<file path="config.mk">
export PLATFORM = sky130hd
export DESIGN_NAME = sync_cache
export DESIGN_NICKNAME = d
export VERILOG_FILES = /design/src/rtl/sync_cache.sv
export SDC_FILE = /design/constraint.sdc
export NUM_CORES = 1
export LEC_CHECK = 0
export BUFFER_PORTS_ARGS = -buffer_cell sky130_fd_sc_hd__buf_4
export CAP_MARGIN = 10
export CORE_AREA = 2 2 338 340
export CTS_CLUSTER_DIAMETER = 120
export DETAILED_ROUTE_END_ITERATION = 6
export DIE_AREA = 0 0 340 342
export PLACE_DENSITY = 0.6
export SYNTH_ARGS = -nofsm -noshare
export SYNTH_HDL_FRONTEND = slang
export SYNTH_SLANG_ARGS = --single-unit
</file>
<file path="constraint.sdc">
create_clock -name clk -period 5 [get_ports clk]
set_clock_uncertainty 0.15 [all_clocks]
set_input_delay 0 -clock clk [delete_from_list [all_inputs] [get_ports clk]]
set_output_delay 0 -clock clk [all_outputs]
set_load 0.05 [all_outputs]
</file>
<file path="src/rtl/sync_cache.sv">
// Direct-mapped cache line store with a four-state request FSM.
// Compare/access reads and writes complete in one LOOKUP cycle; flush invalidates every line in turn.
module sync_cache #(
    parameter int INDEX_W = 4,
    parameter int WORD_W  = 2,
    parameter int TAG_W   = 5,
    parameter int DATA_W  = 16
) (
    input  logic               clk,
    input  logic               rst,
    input  logic               enable,
    input  logic               flush,
    input  logic [INDEX_W-1:0] index,
    input  logic [WORD_W-1:0]  word,
    input  logic               comp,
    input  logic               write,
    input  logic [TAG_W-1:0]   tag_in,
    input  logic [DATA_W-1:0]  data_in,
    input  logic               valid_in,
    output logic               hit,
    output logic               dirty,
    output logic [TAG_W-1:0]   tag_out,
    output logic [DATA_W-1:0]  data_out,
    output logic               valid,
    output logic               ack,
    output logic               busy
);

    localparam int LINES = 2**INDEX_W;
    localparam int WORDS = 2**WORD_W;

    localparam logic [1:0] S_IDLE   = 2'd0;
    localparam logic [1:0] S_LOOKUP = 2'd1;
    localparam logic [1:0] S_FLUSH  = 2'd2;
    localparam logic [1:0] S_RESP   = 2'd3;

    logic [1:0]         state_q, state_d;
    logic [INDEX_W-1:0] sweep_q, sweep_d;

    // Request is captured once in IDLE so later input changes cannot disturb it
    logic               req_comp_q, req_write_q, req_valid_q;
    logic [INDEX_W-1:0] req_index_q;
    logic [WORD_W-1:0]  req_word_q;
    logic [TAG_W-1:0]   req_tag_q;
    logic [DATA_W-1:0]  req_data_q;

    logic               hit_q, hit_d, dirty_q, dirty_d, valid_q, valid_d;
    logic [TAG_W-1:0]   tag_q, tag_d;
    logic [DATA_W-1:0]  data_q, data_d;

    logic [LINES-1:0]   vbits_q, dbits_q;
    logic [TAG_W-1:0]   tag_mem  [LINES];
    logic [DATA_W-1:0]  data_mem [LINES*WORDS];

    logic               line_valid, line_dirty, lk_hit, load_req, last_sweep;
    logic [TAG_W-1:0]   line_tag;
    logic [DATA_W-1:0]  line_word;

    assign line_valid = vbits_q[req_index_q];
    assign line_dirty = dbits_q[req_index_q];
    assign line_tag   = tag_mem[req_index_q];
    assign line_word  = data_mem[{req_index_q, req_word_q}];
    assign lk_hit     = line_valid && (line_tag == req_tag_q);
    assign load_req   = (state_q == S_IDLE) && !flush && enable;
    assign last_sweep = (sweep_q == {INDEX_W{1'b1}});

    always_comb begin
        state_d = state_q;
        sweep_d = sweep_q;
        hit_d   = hit_q;
        dirty_d = dirty_q;
        valid_d = valid_q;
        tag_d   = tag_q;
        data_d  = data_q;
        case (state_q)
            S_IDLE: begin
                if (flush) begin
                    state_d = S_FLUSH;
                    sweep_d = '0;
                end else if (enable) begin
                    state_d = S_LOOKUP;
                end
            end
            S_LOOKUP: begin
                state_d = S_RESP;
                hit_d   = req_comp_q && lk_hit;
                dirty_d = line_dirty;
                valid_d = line_valid;
                tag_d   = line_tag;
                data_d  = line_word;
                if (req_write_q) begin
                    if (!req_comp_q) begin
                        data_d  = req_data_q;
                        tag_d   = req_tag_q;
                        valid_d = req_valid_q;
                        dirty_d = 1'b0;
                    end else if (lk_hit) begin
                        data_d  = req_data_q;
                        dirty_d = 1'b1;
                    end
                end
            end
            S_FLUSH: begin
                sweep_d = sweep_q + INDEX_W'(1);
                if (last_sweep) begin
                    state_d = S_RESP;
                    hit_d   = 1'b0;
                    valid_d = 1'b0;
                    dirty_d = 1'b0;
                end
            end
            default: begin
                if (!enable && !flush) state_d = S_IDLE;
            end
        endcase
    end

    always_ff @(posedge clk or posedge rst) begin
        if (rst) begin
            state_q     <= S_IDLE;
            sweep_q     <= '0;
            hit_q       <= 1'b0;
            dirty_q     <= 1'b0;
            valid_q     <= 1'b0;
            tag_q       <= '0;
            data_q      <= '0;
            req_comp_q  <= 1'b0;
            req_write_q <= 1'b0;
            req_valid_q <= 1'b0;
            req_index_q <= '0;
            req_word_q  <= '0;
            req_tag_q   <= '0;
            req_data_q  <= '0;
        end else begin
            state_q <= state_d;
            sweep_q <= sweep_d;
            hit_q   <= hit_d;
            dirty_q <= dirty_d;
            valid_q <= valid_d;
            tag_q   <= tag_d;
            data_q  <= data_d;
            if (load_req) begin
                req_comp_q  <= comp;
                req_write_q <= write;
                req_valid_q <= valid_in;
                req_index_q <= index;
                req_word_q  <= word;
                req_tag_q   <= tag_in;
                req_data_q  <= data_in;
            end
        end
    end

    always_ff @(posedge clk or posedge rst) begin
        if (rst) begin
            vbits_q <= '0;
            dbits_q <= '0;
        end else if (state_q == S_FLUSH) begin
            vbits_q[sweep_q] <= 1'b0;
            dbits_q[sweep_q] <= 1'b0;
        end else if (state_q == S_LOOKUP && req_write_q) begin
            if (!req_comp_q) begin
                vbits_q[req_index_q] <= req_valid_q;
                dbits_q[req_index_q] <= 1'b0;
            end else if (lk_hit) begin
                dbits_q[req_index_q] <= 1'b1;
            end
        end
    end

    // Tag/data arrays carry no reset; a reset during LOOKUP forces IDLE before the edge, so no write lands
    always_ff @(posedge clk) begin
        if (state_q == S_LOOKUP && req_write_q) begin
            if (!req_comp_q) begin
                tag_mem[req_index_q]               <= req_tag_q;
                data_mem[{req_index_q, req_word_q}] <= req_data_q;
            end else if (lk_hit) begin
                data_mem[{req_index_q, req_word_q}] <= req_data_q;
            end
        end
    end

    assign hit      = hit_q;
    assign dirty    = dirty_q;
    assign valid    = valid_q;
    assign tag_out  = tag_q;
    assign data_out = data_q;
    assign ack      = (state_q == S_RESP);
    assign busy     = (state_q == S_LOOKUP) || (state_q == S_FLUSH);

endmodule

</file>
Yosys cells after proc, flatten, opt, wreduce, memory -nomap -nowiden
Memory sizes are Yosys's and may differ from the RTL's.
Cells that the tools add are included.
{"block": "word_totals", "register_bits": 92, "ramBits": 1104, "inputBits": 34, "out_inout_bits": 26, "word_cells": 106, "memories": 2}
{"name": "data_mem", "words": 64, "width": 16, "rd": 1, "rd_ports_with_merged_regs": 0, "wr": 1, "line_no": "53", "rtl": "logic [DATA_W-1:0] data_mem [LINES*WORDS];"}
{"name": "tag_mem", "words": 16, "width": 5, "rd": 1, "rd_ports_with_merged_regs": 0, "wr": 1, "line_no": "52", "rtl": "logic [TAG_W-1:0] tag_mem [LINES];"}
{"block": "op_classes", "n_addsub": 1, "magnitude_cmp": 4, "n_eq_ne": 10, "mux": 45, "bitwise_logic": 7, "n_reduce_logical": 21}
{"op": "$mux 16", "count": 11}
{"op": "$and 16x16->16", "count": 3}
{"op": "$not 16->16", "count": 2}
{"op": "$mux 1", "count": 17}
{"op": "$bwmux 16", "count": 1}
{"op": "$or 16x16->16", "count": 1}
{"op": "$lt 4x5->1 const B", "count": 2}
{"op": "$mux 5", "count": 2}
{"op": "$bmux 1 s4", "count": 2}
{"op": "$demux 1 s4", "count": 2}
{"op": "$ge 4x1->1 const B", "count": 2}
{"op": "$logic_and 1x1->1", "count": 8}
{"op": "$mux 2", "count": 4}
{"op": "$pmux 4 s2", "count": 1}
{"op": "$reduce_and 2->1", "count": 4}
{"op": "$pmux 1 s2", "count": 3}
{"op": "$pmux 2 s3", "count": 1}
{"op": "$reduce_bool 2->1", "count": 3}
{"op": "$eq 5x5->1", "count": 1}
{"op": "$add 4x1->4 const B", "count": 1}
{"op": "$eq 2x2->1 const B", "count": 2}
{"op": "$eq 4x4->1 const B", "count": 1}
{"op": "$mux 4", "count": 1}
{"op": "$ne 2x2->1 const B", "count": 2}
{"op": "10 further kinds", "count": 11}

Longest topological paths before layout
{"block": "logic_depth", "word_depth": 9, "mapped_depth": 13, "ltp_nobuf": 8}

Least setup slack after synthesis
No wires, ideal clock.
{"block": "synth_timing", "path_kind": "reg-to-reg", "start": "register req_index_q[0]", "end": "memory data_mem[43][0] (enable)", "setup_ns": 0.409, "arrival_time_ns": 3.516, "required_ns": 4.441, "path_slack_ns": 0.925, "path_stages_with_launch": 12, "path_buffers": 3, "synth_period_minus_slack_ns": 4.075, "path_cell_list": "dfrtp_1 > buf_6 > mux4_2 > a22o_1 > a221oi_2 > xnor2_1 > o21ai_2 > o21ai_1 > nand3_1 > buf_6 > buf_6 > nor3_1"}
{"block": "synth_via", "elab_chain_cells": 8, "elab_cells_between_ends": 10, "cone_classes": "eq/ne: 1; mux: 6; bitwise: 1; reduce/logical: 1; memory: 1"}
{"element": "start, declared", "line_no": "42", "rtl": "logic [INDEX_W-1:0] req_index_q;"}
{"element": "start signal, assigned", "line_no": "146", "rtl": "req_index_q <= index;"}
{"element": "$mem_v2 16x5 or $bmux 1 s4 (tied branches)"}
{"element": "$eq 5x5->1 or $mux 1 (tied branches)", "line_no": "63, 59"}
{"element": "$logic_and 1x1->1", "line_no": "63", "rtl": "assign lk_hit = line_valid && (line_tag == req_tag_q);"}
{"element": "$mux 1", "line_no": "177", "rtl": "end else if (lk_hit) begin"}
{"element": "$mux 1", "line_no": "174", "rtl": "if (!req_comp_q) begin"}
{"element": "$mux 1", "line_no": "173", "rtl": "if (state_q == S_LOOKUP && req_write_q) begin"}
{"element": "$mux 1 (not written as such)", "line_no": "178", "rtl": "data_mem[{req_index_q, req_word_q}] <= req_data_q;"}
{"element": "$or 1x1->1 (no line)"}
{"element": "end, declared", "line_no": "53"}
Several ways; a longest one is shown, not always the timed one. The select of a mux whose other input is x is not followed.

Worst setup path in the final report
{"block": "layout_timing", "start": "register req_index_q[0]", "end": "memory data_mem[11][1] (enable)"}
The elaborated chain is that of the path after synthesis.

==> flow_summary.json <==
{
  "run_status": "finished, final reports clean",
  "timing_hold_violations_final": 0,
  "initial_core_util_pct": 39.7,
  "postCtsSetupBuffers": 0,
  "vdd_drop_max_mv": 0.388,
  "worst_pin_slew_ns": 1.12,
  "worstSetupStartpointType": "flip-flop",
  "reg2reg_depth": 10,
  "synth-edff-count": 1104,
  "die_area_sq_um": 116000,
  "setup_viol": 0,
  "numCtsBuffers": 114,
  "met2_usage_in_global_routing_pct": 34.5,
  "synth-seq-cells": 1196,
  "finalNonFillerCells": 4418,
  "dpl_wire_length_microns": 76400,
  "yosys.cell_types.count": 59,
  "synth.net_count": 2581,
  "cts_root_buf": "sky130_fd_sc_hd__clkbuf_16",
  "final_net_count": 2845,
  "worst-endpoint-arrival_ns": 4.96,
  "area_growth_syn_to_layout_pct": 18.2,
  "post_cts_resize_count": 0,
  "worstPathRequired_ns": 5.21,
  "max_cap_viol_count": 0,
  "beginning_of_the_worst_hold_path": "flush",
  "synth_top_area_share_pct": 73.9,
  "route.vias.total": 26551,
  "wire_length_of_the_first_global_routing_pass_microns": 184000,
  "clock_tree.htree_level_count": 3,
  "design.core.area_sq_um": 113000,
  "cp-startpoint": "req_index_q[0]",
  "floorplan.rows": 124,
  "grt.total_usage_pct": 21.5,
  "grt_pass1_vias": 25888,
  "floorplan.die.width_microns": 340,
  "globalRouteMet3Util_pct": 4.46,
  "largest_driver_fanout_on_the_critical_path": 23,
  "unrepaired_setup_endpoints_after_global_routing": "false",
  "path_clk_slew_ns": 0.06,
  "layout_cells_sized_above_1_pct": 19.4,
  "synth_area_per_cell_sq_um": 17.7,
  "setup_tns_ns": 0,
  "portion_of_the_post_synthesis_area_used_by_sequential_elements_pct": 79.0,
  "power.density_cell_area_nw_per_um2": 592,
  "final_common_cell": "sky130_fd_sc_hd__edfxtp_1",
  "r2r_start": "req_index_q[0]",
  "gp_routability_congestion": 0.877,
  "type_of_the_worst_setup_path": "reg -> reg",
  "tritoncts": "done",
  "layout.area.seq_sq_um": 35500,
  "drt.antenna.violating_nets": 0,
  "fillers": 9413,
  "grt_start_max_net_pins": 69,
  "final_max_slew_viol_count": 0,
  "cts.sink_count": 1196,
  "detail_route.wl_per_cell_microns": 28.7,
  "detail_route.vias_per_cell": 6.01,
  "num_io_pins": 60,
  "clockBufferDepth": 3,
  "first_pass_iters": 6,
  "met1_usage_pct": 29.7,
  "highest_count_cells_in_the_layout_ignoring_fill_and_taps": "1104 x sky130_fd_sc_hd__edfxtp_1, 267 x sky130_fd_sc_hd__a22oi_1, 220 x sky130_fd_sc_hd__buf_4",
  "synth_top_flop_cell": "sky130_fd_sc_hd__edfxtp_1",
  "fp.dieH_microns": 342,
  "synth.area.top_cells": "sky130_fd_sc_hd__edfxtp_1 74%, sky130_fd_sc_hd__dfrtp_1 5.1%, sky130_fd_sc_hd__a22oi_1 4.5%, sky130_fd_sc_hd__a22o_1 2.6%, sky130_fd_sc_hd__a221oi_1 2.5%",
  "synthArstFlopShare_pct": 7.69,
  "synth.yosys.warnings": 0,
  "total_power_w": 0.0314,
  "globalRoute.totalOverflow": 0,
  "multiInputGateArea_sq_um": 8850,
  "final.min_clock_period_ns": 4.75,
  "static-leakage-power_nw": 16.8,
  "final.period_utilization_pct": 95.0,
  "first_iter_violations": 3332,
  "busiest_layer": "met2",
  "netlist_area_sq_um": 44900,
  "placement.io_buffers": 59,
  "grt_antenna_before_repair": 3,
  "timing.fmax_ghz": 0.210,
  "max-slew-margin-rel_pct": 24.9,
  "ctsHoldBuffers": 94,
  "clock_latency_ns": 0.71,
  "yosys.area.top_type": "sky130_fd_sc_hd__edfxtp_1",
  "min_path_type": "in -> reg",
  "postSynthCellCount": 2539,
  "worstSetupEndpointType": "flip-flop",
  "hold-path-cell-count": 5,
  "postRouteWirelength_microns": 127000,
  "numPlacedInstances": 4102,
  "route.detailed.drc": 0
}
## final cells by class
| type | count | share of cell area (%) |
|---|---|---|
| timing repair buffer | 328 | 5.37 |
| multi-input combinational | 1133 | 16.7 |
| clock buffer | 149 | 5.84 |
| antenna | 3 | 0.0142 |
| tap | 1512 | 3.57 |
| sequential | 1196 | 66.9 |
| clock inverter | 67 | 1.43 |
| inverter | 30 | 0.217 |
## cells in the mapped netlist (all sizes together), types with 7 or more instances
cell and n:
nor2 52, clkbuf 76, or4 22, o21ai 33
dfrtp 92, a221oi 127, inv 29, buf 104
o221ai 12, mux2 37, nor3 77, nor2b 7
nor4 8, a22o 132, ha 8, a22oi 267
a21oi 17, edfxtp 1104, mux2i 14, o31ai 9
nand2b 9, nand3 24, nand2 63, o211ai 10
a31oi 128, mux4 24
## final timing paths
kind                                                    to  slack (ns)
worst max-delay path                       data_mem[11][1]        0.25
worst min-delay path                            sweep_q[3]        0.07
worst max register to register             data_mem[11][1]        0.25
worst min register to register                   flip-flop        0.35
max in group asynchronous       asynchronous set/reset pin        3.09
min in group asynchronous                   req_index_q[0]        0.31
## metrics by stage
stage	hold slack [ns]	instance area (sq um)	util, %	setup WS (ns)
2_1_floorplan	0.000577	44900	-	0.925
3_3_place_gp	-0.134	48200	42.6	0.301
3_5_place_dp	-0.126	48200	42.6	0.259
4_1_cts	0.0340	53000	46.9	0.256
5_1_grt	0.132	53000	46.9	0.000530
6_report	0.0688	53000	46.9	0.249
## state kept, by name, indices dropped and copies added (netlist names), named ones only
register and cells:
data_mem 1024, data_out 16, dirty 1, hit 1
req_comp_q 1, req_data_q 16, req_index_q 4, req_tag_q 5
req_valid_q 1, req_word_q 2, req_write_q 1, state_q 2
sweep_q 4, tag_mem 80, tag_out 5, valid 1
vbits_q 16
## power breakdown
group / switching (W) / total (W) / internal (W) / leakage (nW)
combinational: 0.00617 / 0.00896 / 0.00279 / 3.86
sequential: 0.000914 / 0.0136 / 0.0127 / 11.1
clock: 0.00371 / 0.00884 / 0.00513 / 1.88
## logic make-up after synthesis
family / Yosys count / share of synthesized area, %
flops: 1196 / 79.0
compound gates: 762 / 13.0
simple gates: 285 / 3.24
buf+inv: 210 / 2.06
mux: 75 / 2.44
fa+ha+maj: 8 / 0.223
xor+xnor: 3 / 0.0585
## metal layers
| layer | vias to the layer above | wire (microns) |
|---|---|---|
| met4 | 2 | 3670 |
| met3 | 212 | 11700 |
| met1 | 13794 | 51500 |
| met5 | - | 9 |
| li1 | 11161 | - |
| met2 | 1382 | 60000 |
## critical path, stage by stage (launching register included)
cell and delay, ns:
sky130_fd_sc_hd__dfrtp_2 0.70, sky130_fd_sc_hd__mux4_2 0.56, sky130_fd_sc_hd__a22oi_1 0.21, sky130_fd_sc_hd__nand2_1 0.12
sky130_fd_sc_hd__xnor2_1 0.26, sky130_fd_sc_hd__o2111ai_2 0.26, sky130_fd_sc_hd__o21ai_1 0.35, sky130_fd_sc_hd__nand3_4 0.48
sky130_fd_sc_hd__buf_4 0.45, sky130_fd_sc_hd__nor3_2 0.51, sky130_fd_sc_hd__buf_4 0.32
No activity file was read; power rests on OpenSTA's default activity.
